$ cat src/rtl/fuzz_crash_reporter.sv
// Snapshots a fuzzer alarm and streams it as a framed record over a valid/ready byte port.
// Define REPORTER_CSUM_EN to append an XOR checksum byte to every record.
module fuzz_crash_reporter #(
    parameter int         INPUT_WIDTH  = 256,
    parameter int         OUTPUT_WIDTH = 128,
    parameter logic [7:0] SYNC_BYTE    = 8'hA5
) (
    input  logic                    clk,
    input  logic                    rst,
    input  logic                    alarm_hang,
    input  logic                    alarm_collision,
    input  logic [7:0]              coverage_score,
    input  logic [INPUT_WIDTH-1:0]  error_input,
    input  logic [OUTPUT_WIDTH-1:0] error_output,
    output logic [7:0]              tx_data,
    output logic                    tx_valid,
    input  logic                    tx_ready,
    output logic                    busy,
    output logic [15:0]             report_count,
    output logic                    dropped
);

    localparam int IN_BYTES  = INPUT_WIDTH / 8;
    localparam int OUT_BYTES = OUTPUT_WIDTH / 8;
    localparam int HDR_BYTES = 3;
    localparam int SEG_A     = (IN_BYTES > OUT_BYTES) ? IN_BYTES : OUT_BYTES;
    localparam int SEG_MAX   = (SEG_A > HDR_BYTES) ? SEG_A : HDR_BYTES;
    localparam int IDX_W     = $clog2(SEG_MAX);
    localparam int IN_SEL_W  = $clog2(INPUT_WIDTH);
    localparam int OUT_SEL_W = $clog2(OUTPUT_WIDTH);

    typedef enum logic [1:0] {
        IDLE    = 2'd0,
        HEADER  = 2'd1,
        PAYLOAD = 2'd2
`ifdef REPORTER_CSUM_EN
        , CHECKSUM = 2'd3
`endif
    } state_t;

    state_t                  state, state_next;
    logic [IDX_W-1:0]        idx, idx_next;
    logic                    out_phase, out_phase_next;
    logic                    prev;
    logic                    trig;
    logic                    hs;
    logic                    last_hs;
    logic [7:0]              snap_type;
    logic [7:0]              snap_cov;
    logic [INPUT_WIDTH-1:0]  snap_in;
    logic [OUTPUT_WIDTH-1:0] snap_out;
    logic [IN_SEL_W-1:0]     in_sel;
    logic [OUT_SEL_W-1:0]    out_sel;
`ifdef REPORTER_CSUM_EN
    logic [7:0]              csum;
`endif

    assign trig     = (alarm_hang | alarm_collision) & ~prev;
    assign tx_valid = (state != IDLE);
    assign busy     = (state != IDLE);
    assign hs       = tx_valid & tx_ready;

    // Payload bytes go out MSB byte first, so the select counts down from the top.
    always_comb begin
        in_sel  = IN_SEL_W'(8 * (IN_BYTES - 1 - int'(idx)));
        out_sel = OUT_SEL_W'(8 * (OUT_BYTES - 1 - int'(idx)));
        tx_data = 8'h00;
        case (state)
            HEADER: begin
                if (idx == IDX_W'(0))
                    tx_data = SYNC_BYTE;
                else if (idx == IDX_W'(1))
                    tx_data = snap_type;
                else
                    tx_data = snap_cov;
            end
            PAYLOAD: begin
                if (out_phase)
                    tx_data = snap_out[out_sel +: 8];
                else
                    tx_data = snap_in[in_sel +: 8];
            end
`ifdef REPORTER_CSUM_EN
            CHECKSUM: tx_data = csum;
`endif
            default: tx_data = 8'h00;
        endcase
    end

    always_comb begin
        state_next     = state;
        idx_next       = idx;
        out_phase_next = out_phase;
        last_hs        = 1'b0;
        case (state)
            IDLE: begin
                if (trig) begin
                    state_next     = HEADER;
                    idx_next       = '0;
                    out_phase_next = 1'b0;
                end
            end
            HEADER: begin
                if (hs) begin
                    if (idx == IDX_W'(HDR_BYTES - 1)) begin
                        state_next = PAYLOAD;
                        idx_next   = '0;
                    end else begin
                        idx_next = idx + 1'b1;
                    end
                end
            end
            PAYLOAD: begin
                if (hs) begin
                    if (!out_phase) begin
                        if (idx == IDX_W'(IN_BYTES - 1)) begin
                            out_phase_next = 1'b1;
                            idx_next       = '0;
                        end else begin
                            idx_next = idx + 1'b1;
                        end
                    end else if (idx == IDX_W'(OUT_BYTES - 1)) begin
                        idx_next       = '0;
                        out_phase_next = 1'b0;
`ifdef REPORTER_CSUM_EN
                        state_next     = CHECKSUM;
`else
                        state_next     = IDLE;
                        last_hs        = 1'b1;
`endif
                    end else begin
                        idx_next = idx + 1'b1;
                    end
                end
            end
`ifdef REPORTER_CSUM_EN
            CHECKSUM: begin
                if (hs) begin
                    state_next = IDLE;
                    last_hs    = 1'b1;
                end
            end
`endif
            default: state_next = IDLE;
        endcase
    end

    always_ff @(posedge clk) begin
        if (rst) begin
            state     <= IDLE;
            idx       <= '0;
            out_phase <= 1'b0;
        end else begin
            state     <= state_next;
            idx       <= idx_next;
            out_phase <= out_phase_next;
        end
    end

    // Snapshot is taken only when idle; triggers during a record just mark the drop.
    always_ff @(posedge clk) begin
        if (rst) begin
            prev         <= 1'b0;
            snap_type    <= 8'h00;
            snap_cov     <= 8'h00;
            snap_in      <= '0;
            snap_out     <= '0;
            report_count <= 16'h0000;
            dropped      <= 1'b0;
        end else begin
            prev <= alarm_hang | alarm_collision;
            if (trig && state == IDLE) begin
                snap_type <= {6'b0, alarm_collision, alarm_hang};
                snap_cov  <= coverage_score;
                snap_in   <= error_input;
                snap_out  <= error_output;
            end
            if (trig && state != IDLE)
                dropped <= 1'b1;
            if (last_hs)
                report_count <= report_count + 16'd1;
        end
    end

`ifdef REPORTER_CSUM_EN
    always_ff @(posedge clk) begin
        if (rst)
            csum <= 8'h00;
        else if (trig && state == IDLE)
            csum <= 8'h00;
        else if (hs && state != CHECKSUM)
            csum <= csum ^ tx_data;
    end
`endif

endmodule
$ cat config.mk
export PLATFORM = sky130hd
export DESIGN_NAME = fuzz_crash_reporter
export DESIGN_NICKNAME = d
export VERILOG_FILES = /design/src/rtl/fuzz_crash_reporter.sv
export SDC_FILE = /design/constraint.sdc
export NUM_CORES = 1
export LEC_CHECK = 0
export BUFFER_PORTS_ARGS = -buffer_cell sky130_fd_sc_hd__buf_2
export CAP_MARGIN = 20
export CELL_PAD_IN_SITES_DETAIL_PLACEMENT = 0
export CELL_PAD_IN_SITES_GLOBAL_PLACEMENT = 2
export CORE_MARGIN = 2
export CORE_UTILIZATION = 34
export CTS_CLUSTER_DIAMETER = 50
export DETAILED_ROUTE_END_ITERATION = 6
export MAX_ROUTING_LAYER = met4
export PLACE_DENSITY_LB_ADDON = 0.1
export SLEW_MARGIN = 10
export SYNTH_ARGS = -nofsm -noshare
export SYNTH_HDL_FRONTEND = slang
export SYNTH_SLANG_ARGS = --single-unit
$ cat constraint.sdc
create_clock -name clk -period 6.9 [get_ports clk]
set_input_delay 1.38 -clock clk [delete_from_list [all_inputs] [get_ports clk]]
set_output_delay 1.38 -clock clk [all_outputs]
set_load 0.02 [all_outputs]
==> summary.md <==
| Metric | Value |
|---|---|
| Status | completed |
| RD Place Congestion | 0.848 |
| Synth warn | 0 |
| Number of vias per cell | between 5 and 6 |
| RSZ-0062 raised after global routing | no |
| Post-route cell area | between 20,000 and 25,000 um^2 |
| WHS Endpoint | snap_out[108] |
| Syn Inst Count | around 2,200 |
| Syn nets | 2,565 |
| Maxcap violations | 0 |
| CTS Buf Count | 50 |
| Final Power | approximately 6.6 mW |
| Crit share post-route | 81.2% |
| GRT Overall Usage | between 20% and 30% |
| Fillers | 5,407 |
| Final hold violation count | 0 |
| Sequential power share | between 40% and 50% |
| Critical path arrival | between 4 and 5 ns |
| Post-synth top area share | around 47% |
| Async SR Flop Fraction | 0% |
| Hpwl dp | roughly 46,000 um |
| Sequential-to-total area share from yosys stat | between 40% and 50% |
| LEAKAGE | between 8 and 9 nW |
| Commonest non-fill, non-tap cells in the layout | nand2_1 (833), buf_2 (422), dfxtp_1 (417), a21oi_1 (413), mux4_2 (77) |
| Clock power share | between 40 and 50% |
| Crit-path most repeated cell | o22ai_1 |
| Die width | 234 um |
| First-pass GRT wire length | 95,200 um |
| Setup Fix Bufs, Post-CTS | 0 |
| Worst-margin pin slew | 1.18 ns |
| Layout cells sized above 1 | roughly a quarter |
| Die area | between 50,000 and 60,000 um^2 |
| Final wirelength | 63,900 um |
| Skew-Pair Late Insertion Delay | ~0.58 ns |
| Comb pwr share | between 15 and 20% |
| Post-CTS Hold Fix Bufs | 0 |
| Final slew viol count | 0 |
| Cell variety after synth | 52 |
| Syn Std Cell Area | around 18,000 um^2 |
| Hold Path Origin | snap_out[108] |
| F_max | 179 MHz |
| Switch share | a little under 30% |
| Vias in the first global route | ~16,000 |
| H-tree depth | 2 |
| CP max stage delay | 1.00 ns |
| Initial antenna violation count | 1 |
| CTS tree | yes |
| Nets | ~2,900 |
| DRC | 0 |
| TNS Setup | 0 ns |
| Area Overhead vs Synth | 22.6% |
| Commonest non-fill, non-tap cell in the layout | nand2_1 |
| DRT iter0 DRCs | 1,041 |
| Peak supply drop | between 0.15 and 0.2 mV |
| GRT overflow | 0 |
| Critical path's slowest cell | a2111oi_0 |
| Largest net degree at the start of global routing | between 200 and 250 |
| Pint | about 4.7 mW |
| Pwr Density | roughly 300 nW/um^2 |
| Number of I/O port buffers | 423 |
| Req. time, crit path | roughly 5.5 ns |
| CP max FO | 44 |
| CP Capture Type | primary output |
| R2R Path End | report_count[15] |
| Starting Density | 34.4% |
| Main synth FF type | dfxtp_1 |
| Final core utilization | 42.2% |
| Hold slack | approximately 0.45 ns |
| Clock sinks | 420 |
| R2r setup slk | around 3 ns |
| Root Buffer | clkbuf_16 |
| Hold WC Path Type | flop to flop |
| Core area | 52,400 um^2 |
| Net Sw Power | around 1.9 mW |
| Total iterations of the first detailed-routing run | 5 |
| FP Rows | 84 |
| Die height | between 200 and 250 um |
| Synthesis-stage register bit count | 420 |
| Top post-synthesis cells by area | dfxtp_1 (47%), nand2_1 (17%), a21oi_1 (11%) |
| Clock buffer depth | 3 |
| Post-synth EDFFs | 0 |
| Crit path kind | flop to primary output |
| Register-to-Register Path Depth | 10 |
| Clk slew on worst S/H paths | about 0.06 ns |
| Worst relative slew slack | a little over a fifth |
| # setup viols final | 0 |
| R2r startpoint | idx[0] |
| Hold path depth | 2 |
| CP Launch Type | flop |
| Placed Instance Area | roughly 20,000 um^2 |
| Area leader, netlist | dfxtp_1 |
| Crit path launch | idx[0] |
| Post-route clock skew | approximately 0.015 ns |
| Routed via count | between 15,000 and 20,000 |
| Tmin final | between 5 and 6 ns |
| Post_cts resized | 0 |
| Top-level port count | around 420 |
| Syn avg cell area | roughly 8.4 um^2 |
| Routed len/inst | 20.0 um |
| Final ANT Viol Nets | 0 |
| Critical-path cell list | buf_4 > mux2_2 > o22ai_1 > a221oi_1 > a2111oi_0 > o22ai_1 > buf_2 |
metrics by stage:
step	setup WS, ns	std cells
global placement	2.01	3109
global route	1.22	3198
detailed placement	1.94	3109
finish	1.30	3198
CTS	1.29	3197
floorplan	3.33	2157
cells by family after synthesis:
| group | share of synthesized area (%) |
|---|---|
| muxes | 13.4 |
| buffers and inverters | 4.34 |
| adders and majority gates | 0.763 |
| xor gates and xnor gates | 0.632 |
| AOI/OAI and AO/OA | 14.2 |
| and+or+nand+nor | 20.0 |
| DFF | 46.6 |
layer usage:
layer  up-vias  share of wire, %  wire (um)  global-route usage (%)
li1       7942                 -          -                       -
met1      7864                47      30000                    32.6
met2       471                45      28900                    35.4
met3        87               5.3       3400                    3.16
met4         0               2.6       1640                    7.02
met5         -                 0          0                       -
sequential cells by signal (all words and copies together), names as in the netlist:
register      flops
snap_in         256
snap_out        128
report_count     16
snap_cov          8
idx               5
snap_type         2
state             2
dropped           1
out_phase         1
prev              1
power groups by stage:
stage,Clock [mW],Combinational (mW),Sequential [mW]
2_1_floorplan,0,0.771,2.82
3_3_place_gp,0,1.12,2.90
3_5_place_dp,0,1.14,2.89
4_1_cts,2.73,1.15,2.84
5_1_grt,2.82,1.26,2.87
6_report,2.66,1.13,2.85
cell usage after synthesis, drive strengths merged, types with 2 or more instances:
cell type	count
a2111oi	3
a211oi	7
a21oi	413
a221oi	2
a22o	2
a22oi	6
a2bb2oi	2
a31oi	5
a32oi	8
and2	3
buf	25
clkbuf	145
dfxtp	420
ha	11
inv	11
mux2	16
mux2i	27
mux4	86
nand2	834
nand2b	3
nand3	10
nand3b	2
nand4	6
nor2	27
nor2b	10
nor3	7
nor4	4
o21ai	14
o22ai	10
o2bb2ai	2
o31ai	2
or2	5
or3	3
or4	3
or4b	2
xnor2	5
xor2	8
critical path: cells and delay by family, from the launching register on:
family	cells	cell delay, ns
mux	1	0.40
flops	1	0.95
buf+inv	2	0.80
compound gates	4	1.42
final cells by class:
| type | instances | area [um^2] | area share [%] |
|---|---|---|---|
| flip-flops and latches | 420 | 8420 | 38.1 |
| diodes | 1 | 2.50 | 0.0113 |
| clock buffers | 74 | 1510 | 6.81 |
| repair buffers | 434 | 2270 | 10.3 |
| inverters | 12 | 45.0 | 0.204 |
| clock inverters | 14 | 155 | 0.702 |
| multi-input cells | 1555 | 8850 | 40.0 |
| well taps | 688 | 861 | 3.89 |
worst max-delay path by stage:
stage / to / slack, ns / cells past startpoint
finish: tx_data[2] / 1.30 / 7
global route: tx_data[4] / 1.22 / 7
CTS: tx_data[2] / 1.29 / 7
detailed placement: tx_data[2] / 1.94 / 7
global placement: tx_data[2] / 2.01 / 7
floorplan: tx_data[3] / 3.33 / 7
(Power assumes the default switching activity.)
